## src/rtl/sdram_ctrl.sv

```systemverilog
// sdram_ctrl: single-port SDR SDRAM controller with power-up init, auto-refresh
// and single-word read/write accesses using auto-precharge.
module sdram_ctrl #(
  parameter int INIT_CYCLES = 20000,
  parameter int REFRESH_CYCLES = 750,
  parameter int T_RP = 2,
  parameter int T_RCD = 2,
  parameter int T_RC = 7,
  parameter int CAS = 2,
  parameter logic [12:0] MODE = 13'h020
) (
  input  logic        clock,
  input  logic        reset,
  input  logic        req_valid,
  output logic        req_ready,
  input  logic        req_write,
  input  logic [23:0] req_addr,
  input  logic [15:0] req_wdata,
  input  logic [1:0]  req_mask,
  output logic        resp_valid,
  output logic [15:0] resp_rdata,
  output logic        init_done,
  output logic        sdram_cke,
  output logic        sdram_csn,
  output logic        sdram_rasn,
  output logic        sdram_casn,
  output logic        sdram_wen,
  output logic [12:0] sdram_a,
  output logic [1:0]  sdram_ba,
  output logic [1:0]  sdram_dqm,
  output logic [15:0] sdram_dout,
  input  logic [15:0] sdram_din,
  output logic        sdram_den
);
  localparam logic [3:0] C_NOP = 4'b0111, C_ACT = 4'b0011, C_READ = 4'b0101, C_WRITE = 4'b0100;
  localparam logic [3:0] C_PRE = 4'b0010, C_REF = 4'b0001, C_MRS = 4'b0000;
  typedef enum logic [3:0] {
    S_INIT_WAIT, S_INIT_PRE, S_INIT_REF1, S_INIT_REF2, S_INIT_MRS,
    S_IDLE, S_ACT, S_RW, S_WAIT, S_REFRESH
  } state_t;
  state_t r_state, w_next;
  logic [15:0] r_cnt, w_load, r_rcnt;
  logic        w_done, w_enter, w_wr, w_rd, r_pend, r_write;
  logic [10:0] r_col_bank;
  logic [15:0] r_wdata;
  logic [1:0]  r_mask, w_ba, w_dqm;
  logic [12:0] w_a;
  logic [3:0]  w_cmd;
  logic [CAS:0] r_rd;
  assign w_done = r_cnt == 16'd0;
  assign w_enter = w_next != r_state;
  assign req_ready = r_state == S_IDLE && !r_pend && !reset;
  // Each state's counter holds its remaining cycles; the command goes out on entry.
  always_ff @(posedge clock or posedge reset)
    if (reset) begin
      r_state <= S_INIT_WAIT;
      r_cnt <= 16'(INIT_CYCLES);
    end else begin
      r_state <= w_next;
      r_cnt <= w_enter ? w_load : (w_done ? r_cnt : r_cnt - 16'd1);
    end
  always_comb begin
    w_next = r_state;
    w_load = 16'd0;
    case (r_state)
      S_INIT_WAIT: w_next = w_done ? S_INIT_PRE : S_INIT_WAIT;
      S_INIT_PRE:  w_next = w_done ? S_INIT_REF1 : S_INIT_PRE;
      S_INIT_REF1: w_next = w_done ? S_INIT_REF2 : S_INIT_REF1;
      S_INIT_REF2: w_next = w_done ? S_INIT_MRS : S_INIT_REF2;
      S_INIT_MRS:  w_next = w_done ? S_IDLE : S_INIT_MRS;
      S_IDLE:      w_next = r_pend ? S_REFRESH : (req_valid ? S_ACT : S_IDLE);
      S_ACT:       w_next = w_done ? S_RW : S_ACT;
      S_RW:        w_next = S_WAIT;
      S_WAIT:      w_next = w_done ? S_IDLE : S_WAIT;
      S_REFRESH:   w_next = S_WAIT;
      default:     w_next = S_INIT_WAIT;
    endcase
    case (w_next)
      S_INIT_PRE, S_INIT_MRS:  w_load = 16'(T_RP);
      S_INIT_REF1, S_INIT_REF2: w_load = 16'(T_RC);
      S_ACT:  w_load = 16'(T_RCD - 1);
      S_WAIT: w_load = r_state == S_REFRESH ? 16'(T_RC - 1) : 16'(T_RC - T_RCD - 2);
      default: w_load = 16'd0;
    endcase
  end
  always_comb begin
    w_cmd = C_NOP;
    w_a = sdram_a;
    w_ba = sdram_ba;
    if (w_enter)
      case (w_next)
        S_INIT_PRE: begin w_cmd = C_PRE; w_a = 13'h0400; end
        S_INIT_REF1, S_INIT_REF2, S_REFRESH: w_cmd = C_REF;
        S_INIT_MRS: begin w_cmd = C_MRS; w_a = MODE; w_ba = 2'b00; end
        S_ACT: begin w_cmd = C_ACT; w_a = req_addr[23:11]; w_ba = req_addr[10:9]; end
        S_RW: begin
          w_cmd = r_write ? C_WRITE : C_READ;
          w_a = {4'b0010, r_col_bank[8:0]};
          w_ba = r_col_bank[10:9];
        end
        default: w_cmd = C_NOP;
      endcase
    w_wr = w_enter && w_next == S_RW && r_write;
    w_rd = w_enter && w_next == S_RW && !r_write;
    w_dqm = w_wr ? ~r_mask : ((w_rd || |r_rd[CAS-1:0]) ? 2'b00 : 2'b11);
  end
  always_ff @(posedge clock or posedge reset)
    if (reset) begin
      r_col_bank <= '0;
      r_wdata <= '0;
      r_mask <= '0;
      r_write <= 1'b0;
    end else if (req_valid && req_ready) begin
      r_col_bank <= req_addr[10:0];
      r_wdata <= req_wdata;
      r_mask <= req_mask;
      r_write <= req_write;
    end
  // A pending refresh is only cleared by leaving IDLE, which always means issuing REF.
  always_ff @(posedge clock or posedge reset)
    if (reset) begin
      r_rcnt <= 16'(REFRESH_CYCLES - 1);
      r_pend <= 1'b0;
    end else if (init_done) begin
      r_rcnt <= r_rcnt == 16'd0 ? 16'(REFRESH_CYCLES - 1) : r_rcnt - 16'd1;
      r_pend <= r_rcnt == 16'd0 || (r_pend && r_state != S_IDLE);
    end
  always_ff @(posedge clock or posedge reset)
    if (reset) begin
      sdram_cke <= 1'b0;
      {sdram_csn, sdram_rasn, sdram_casn, sdram_wen} <= 4'b1111;
      sdram_a <= '0;
      sdram_ba <= '0;
      sdram_dqm <= 2'b11;
      sdram_den <= 1'b0;
      sdram_dout <= '0;
      r_rd <= '0;
      resp_valid <= 1'b0;
      resp_rdata <= '0;
      init_done <= 1'b0;
    end else begin
      sdram_cke <= 1'b1;
      {sdram_csn, sdram_rasn, sdram_casn, sdram_wen} <= w_cmd;
      sdram_a <= w_a;
      sdram_ba <= w_ba;
      sdram_dqm <= w_dqm;
      sdram_den <= w_wr;
      sdram_dout <= w_wr ? r_wdata : sdram_dout;
      r_rd <= {r_rd[CAS-1:0], w_rd};
      resp_valid <= r_rd[CAS];
      resp_rdata <= r_rd[CAS] ? sdram_din : resp_rdata;
      init_done <= init_done || w_next == S_IDLE;
    end
endmodule

```

## config.mk

```make
export PLATFORM = sky130hd
export DESIGN_NAME = sdram_ctrl
export DESIGN_NICKNAME = d
export VERILOG_FILES = /design/src/rtl/sdram_ctrl.sv
export SDC_FILE = /design/constraint.sdc
export NUM_CORES = 1
export LEC_CHECK = 0
export CORE_AREA = 2 2 135 150
export DETAILED_ROUTE_END_ITERATION = 6
export DIE_AREA = 0 0 137 152
export PLACE_DENSITY = 0.55
export RECOVER_POWER = 25
export SLEW_MARGIN = 20
export SYNTH_ARGS = -nofsm -noshare
export SYNTH_HDL_FRONTEND = slang
export SYNTH_SLANG_ARGS = --single-unit
```

## constraint.sdc

```tcl
create_clock -name clock -period 4.65 [get_ports clock]
set_input_delay 0.93 -clock clock [delete_from_list [all_inputs] [get_ports clock]]
set_output_delay 0.93 -clock clock [all_outputs]
set_load 0.02 [all_outputs]
```

Word-level counts from Yosys, hierarchy flattened
Cells that the tools add are included.

operators by class
  add/sub/neg operators = 2
  eq/ne operators = 21
  multiplexer cells = 22
  bitwise operators = 1
  reductions and logical operators = 25

operators by type and width
  operator                 number
  $pmux W13 S4             1
  $mux W16                 3
  $pmux W4 S9              1
  $eq A4 B3 Y1 const B     8
  $logic_not A16 Y1        2
  $sub A16 B1 Y16 const B  2
  $eq A4 B2 Y1 const B     4
  $eq A4 B4 Y1 const B     4
  $pmux W3 S5              1
  $pmux W3 S4              1
  $mux W3                  3
  $eq A4 B1 Y1 const B     2
  $mux W2                  4
  $mux W4                  2
  $reduce_or A2 Y1         4
  $logic_and A1 B1 Y1      7
  $pmux W2 S3              1
  $mux W1                  5
  $logic_not A4 Y1         1
  $ne A4 B3 Y1 const B     1
  $ne A4 B4 Y1             1
  $reduce_and A2 Y1        2
  $reduce_bool A4 Y1       1
  $logic_not A1 Y1         3
  5 further kinds          7

storage, ports and cells
  flip-flop bits (word level) = 127
  input port bits = 62
  output and inout bits = 58
  word-level logic and storage cells = 93

Longest topological paths before layout
  depth after elaboration = 9
  mapped depth = 12
  gate-level depth less buffers = 10

Worst setup path before layout
OpenSTA, ideal clock, no wires.

  path type = reg2reg
  start = register r_cnt[8]
  end = register sdram_a[5]
  library setup time = 0.129 ns
  data arrival time = 2.581 ns
  required time = 4.521 ns
  path slack = 1.941 ns
  cell stages (with the launch flop) = 10
  path buffers = 2
  clock period less this slack = 2.709 ns
  cells stage by stage = dfrtp_1 or4_4 or4_4 buf_6 nor3_1 and2_2 o32ai_2 a211o_4 buf_6 o2bb2ai_1

between the ends
  word-level cells in the longest chain between the ends = 6
  elaborated cells on any way between the ends = 17
  those cells by class = eq/ne: 5; mux: 9; reduce/logical: 3

ends and longest elaborated chain
  what                                                 RTL line  text
  from (decl)                                          42        logic [15:0] r_cnt, w_load, r_rcnt;
  from (signal assigned)                               57        r_cnt <= 16'(INIT_CYCLES);
  from (signal assigned)                               60        r_cnt <= w_enter ? w_load : (w_done ? r_cnt : r_cnt - 16'd1);
  $logic_not A16 Y1 *                                  50        assign w_done = r_cnt == 16'd0;
  $mux W4 (tied with other cells)                      74        S_WAIT: w_next = w_done ? S_IDLE : S_WAIT;
  $pmux W4 S9 *                                        65        case (r_state)
  $eq A4 B3 Y1 / $eq A4 B1 Y1 (equally long branches)  91        case (w_next)
  $reduce_bool A4 Y1 (no line)                         --
  $reduce_and A2 Y1 (no line)                          --
  to (signal assigned)                                 144       sdram_a <= w_a;
  to (decl)                                            28        output logic [12:0] sdram_a,

Mark *: on every way between the ends. The rest lies on a longest branch, timed or not.
A chain may end at the register's enable or synchronous reset.

==> metrics.md <==
| Metric | Value |
|---|---|
| Crit path depth | `2` |
| Crit share post-route | `0.741` |
| DR iter-0 viols | `102` |
| EDFF count, synth | `0` |
| Height of the chip | `152 µm` |
| Share of layout cells above drive strength 1 | `0.225` |
| ANT nets after route | `0` |
| Final min period | `3.44 ns` |
| Placeable Area | `19,500 µm²` |
| Top FF cell, synth | `dfrtp_1` |
| Crit-path cells | `dlygate4sd3_1, inv_1` |
| Die width | `137 µm` |
| Hold Vio Cnt, Final | `0` |
| Post-CTS setup buffers | `0` |
| P per Cell Area | `526 nW/µm²` |
| Worst path bufs/invs | `2` |
| Worst-margin pin slew | `2.57 ns` |
| Final Max Tran Viols | `70` |
| Nets | `661` |
| Setup_tns | `0 ns` |
| # IOs | `120` |
| Total global routing track utilization | `0.134` |
| Layout Skew | `0.00958 ns` |
| TritonCTS clock tree | `done` |
| Asr flop ratio synth | `1.00` |
| IO buf count | `119` |
| Via density | `4.73` |
| Synth cell types | `61` |
| Post-synth top cells | `dfrtp_1, mux2_2, nand2_1` |
| VDD IR max | `0.000279 V` |
| Final GP Congestion | `0.823` |
| Synthesized flop and latch total | `127` |
| Via count | `4,074` |
| Syn Inst Count | `471` |
| Reg2reg start | `r_cnt[8]` |
| WP data arrival | `3.41 ns` |
| Final setup vio count | `0` |
| Top post-synthesis cells by area | `dfrtp_1, mux2_2, dfstp_2` |
| Num rows | `54` |
| # DRC | `0` |
| Final WL | `12,900 µm` |
| H-Tree Depth | `4` |
| Crit path max-delay family | `buffers and inverters` |
| Max stage delay on crit path | `1.84 ns` |
| LEAKAGE | `0.00337 µW` |
| Clock tree buffer depth | `2` |
| Global-route wire length before repair | `22,200 µm` |
| Reg2reg setup slack | `1.48 ns` |
| Outcome | `complete, but fails checks` |
| DP HPWL | `9150 µm` |
| Initial antenna violation count | `0` |
| Fmax | `290 MHz` |
| Failing checks | `capacitance limit, slew limit` |
| CTS Sinks | `127` |
| Maxcap violations | `1` |
| Largest net degree at the start of global routing | `70` |
| Smallest hold slack | `0.411 ns` |
| Yosys top cell by area | `dfrtp_1` |
| Die Footprint | `20,800 µm²` |
| Drt wl/cell | `15.0 µm` |
| Max-slew headroom | `-0.717` |
| Critical path class | `input pin to asynchronous set/reset pin` |
| Critical Path Start | `reset` |
| Critical Path Sink | `r_cnt[13]` |
| Diode count | `0` |
| Syn Nets | `536` |
| Number of global-route vias before repair | `4,402` |
| Mean Syn Cell Area | `12.1 µm²` |
| Resized cells post-CTS | `0` |
| Worst min-delay path category | `flop to flop` |
| Layout area overhead | `36.7%` |
| Starting Density | `0.292` |
| Mapped Area | `5680 µm²` |
| Hold buffers post-CTS | `0` |
| Top cell type's share of synthesized area | `0.480` |
| Sequential share of the synthesized area | `0.564` |
| CTS clock-pin slew for the worst setup and hold paths | `0.06 ns` |
| Clk Tree Root Cell | `clkbuf_16` |
| Fillers | `1,889` |
| Max Fanout on Critical Path | `69` |
| Yosys warnings | `0` |
| RSZ-0062 raised after global routing | `no` |
| Crit path capture type | `asynchronous set/reset pin` |
| Clk Latency, worst-skew pair | `0.41 ns` |
| Required time of the critical path | `4.62 ns` |
| Remaining Overflow, GRT | `0` |
| Most common cell in the netlist | `dfrtp_1` |
| R2r endpoint | `sdram_dout[12]` |
| CTS buffer count | `17` |
| Reg2reg path depth | `8` |
| DR pass1 iterations | `4` |
| Critical path startpoint category | `input pin` |
| Critical path's slowest cell | `inv_1` |
metrics by stage:
stage	power [µW]	utilization	instances	setup WS (ns)	instance area, µm²
floorplan	2270	-	471	0.366	5680
global route	4310	0.399	861	0.610	7760
global placement	2700	0.367	829	1.41	7150
CTS	4140	0.399	861	1.25	7770
finish	4080	0.399	861	1.21	7760
detailed placement	2730	0.367	829	1.42	7150
cells in the final DEF (no fill, tap or decap), types with 3 or more instances in the layout:
cell / instances
a21oi_1: 10
nor2_1: 37
dfstp_2: 18
mux2_4: 7
nor4b_1: 4
clkinv_4: 4
nor2b_1: 3
nand3_1: 11
o32ai_1: 3
nand2b_1: 6
buf_4: 5
a31oi_1: 3
xnor2_1: 15
o21ai_0: 11
bufinv_16: 3
xor2_1: 9
nor3_1: 17
a22o_1: 4
inv_6: 4
mux2_2: 57
clkbuf_16: 17
clkdlybuf4s50_1: 118
o2bb2ai_1: 9
dfrtp_1: 109
o31ai_1: 5
inv_1: 11
nand2_1: 42
ha_1: 3
mux2i_1: 9
nor4_1: 6
power breakdown:
part	switching (µW)	internal, µW
combinational	515	573
clock	516	866
sequential	212	1400
worst min path at each step:
stage	start	to	cells past startpoint
after CTS	r_rd[0]	r_rd[1]	0
after global routing	r_rd[0]	r_rd[1]	0
final	r_rd[0]	r_rd[1]	0
after detailed placement	r_rd[0]	r_rd[1]	0
after global placement	r_rd[0]	r_rd[1]	0
after floorplan	r_rd[2]	resp_valid	0
state kept, by name (all words and copies together), names as in the netlist, 2 cells and up:
signal      cells
sdram_dout     16
r_wdata        16
sdram_a        13
r_rcnt         16
r_col_bank     11
resp_rdata     16
r_cnt          16
r_state         4
r_rd            3
r_mask          2
sdram_dqm       2
sdram_ba        2
cell families after synthesis:
logic type,after synthesis,synth area share
AOI/OAI and AO/OA,66,0.0897
buffers and inverters,30,0.0247
and+or+nand+nor,146,0.130
DFF,127,0.564
adders and majority gates,3,0.00661
xor gates and xnor gates,24,0.0370
muxes,73,0.147
other,2,0.00132
cell type report:
class	instances	area, µm²	share of cell area
inverters	12	47.5	0.00612
flip-flops and latches	127	3200	0.412
repair buffers	124	1230	0.158
clock inverters	14	180	0.0232
clock buffers	18	439	0.0566
multi-input cells	314	2350	0.303
well taps	252	315	0.0406
layer usage:
metal	wire length, µm	GRT usage	vias up
met1	5210	0.155	2020
li1	-	-	1936
met2	6640	0.222	94
met5	0	0	-
met4	301	0.0540	0
met3	737	0.0490	24
Power figures use the tool's default switching activity.
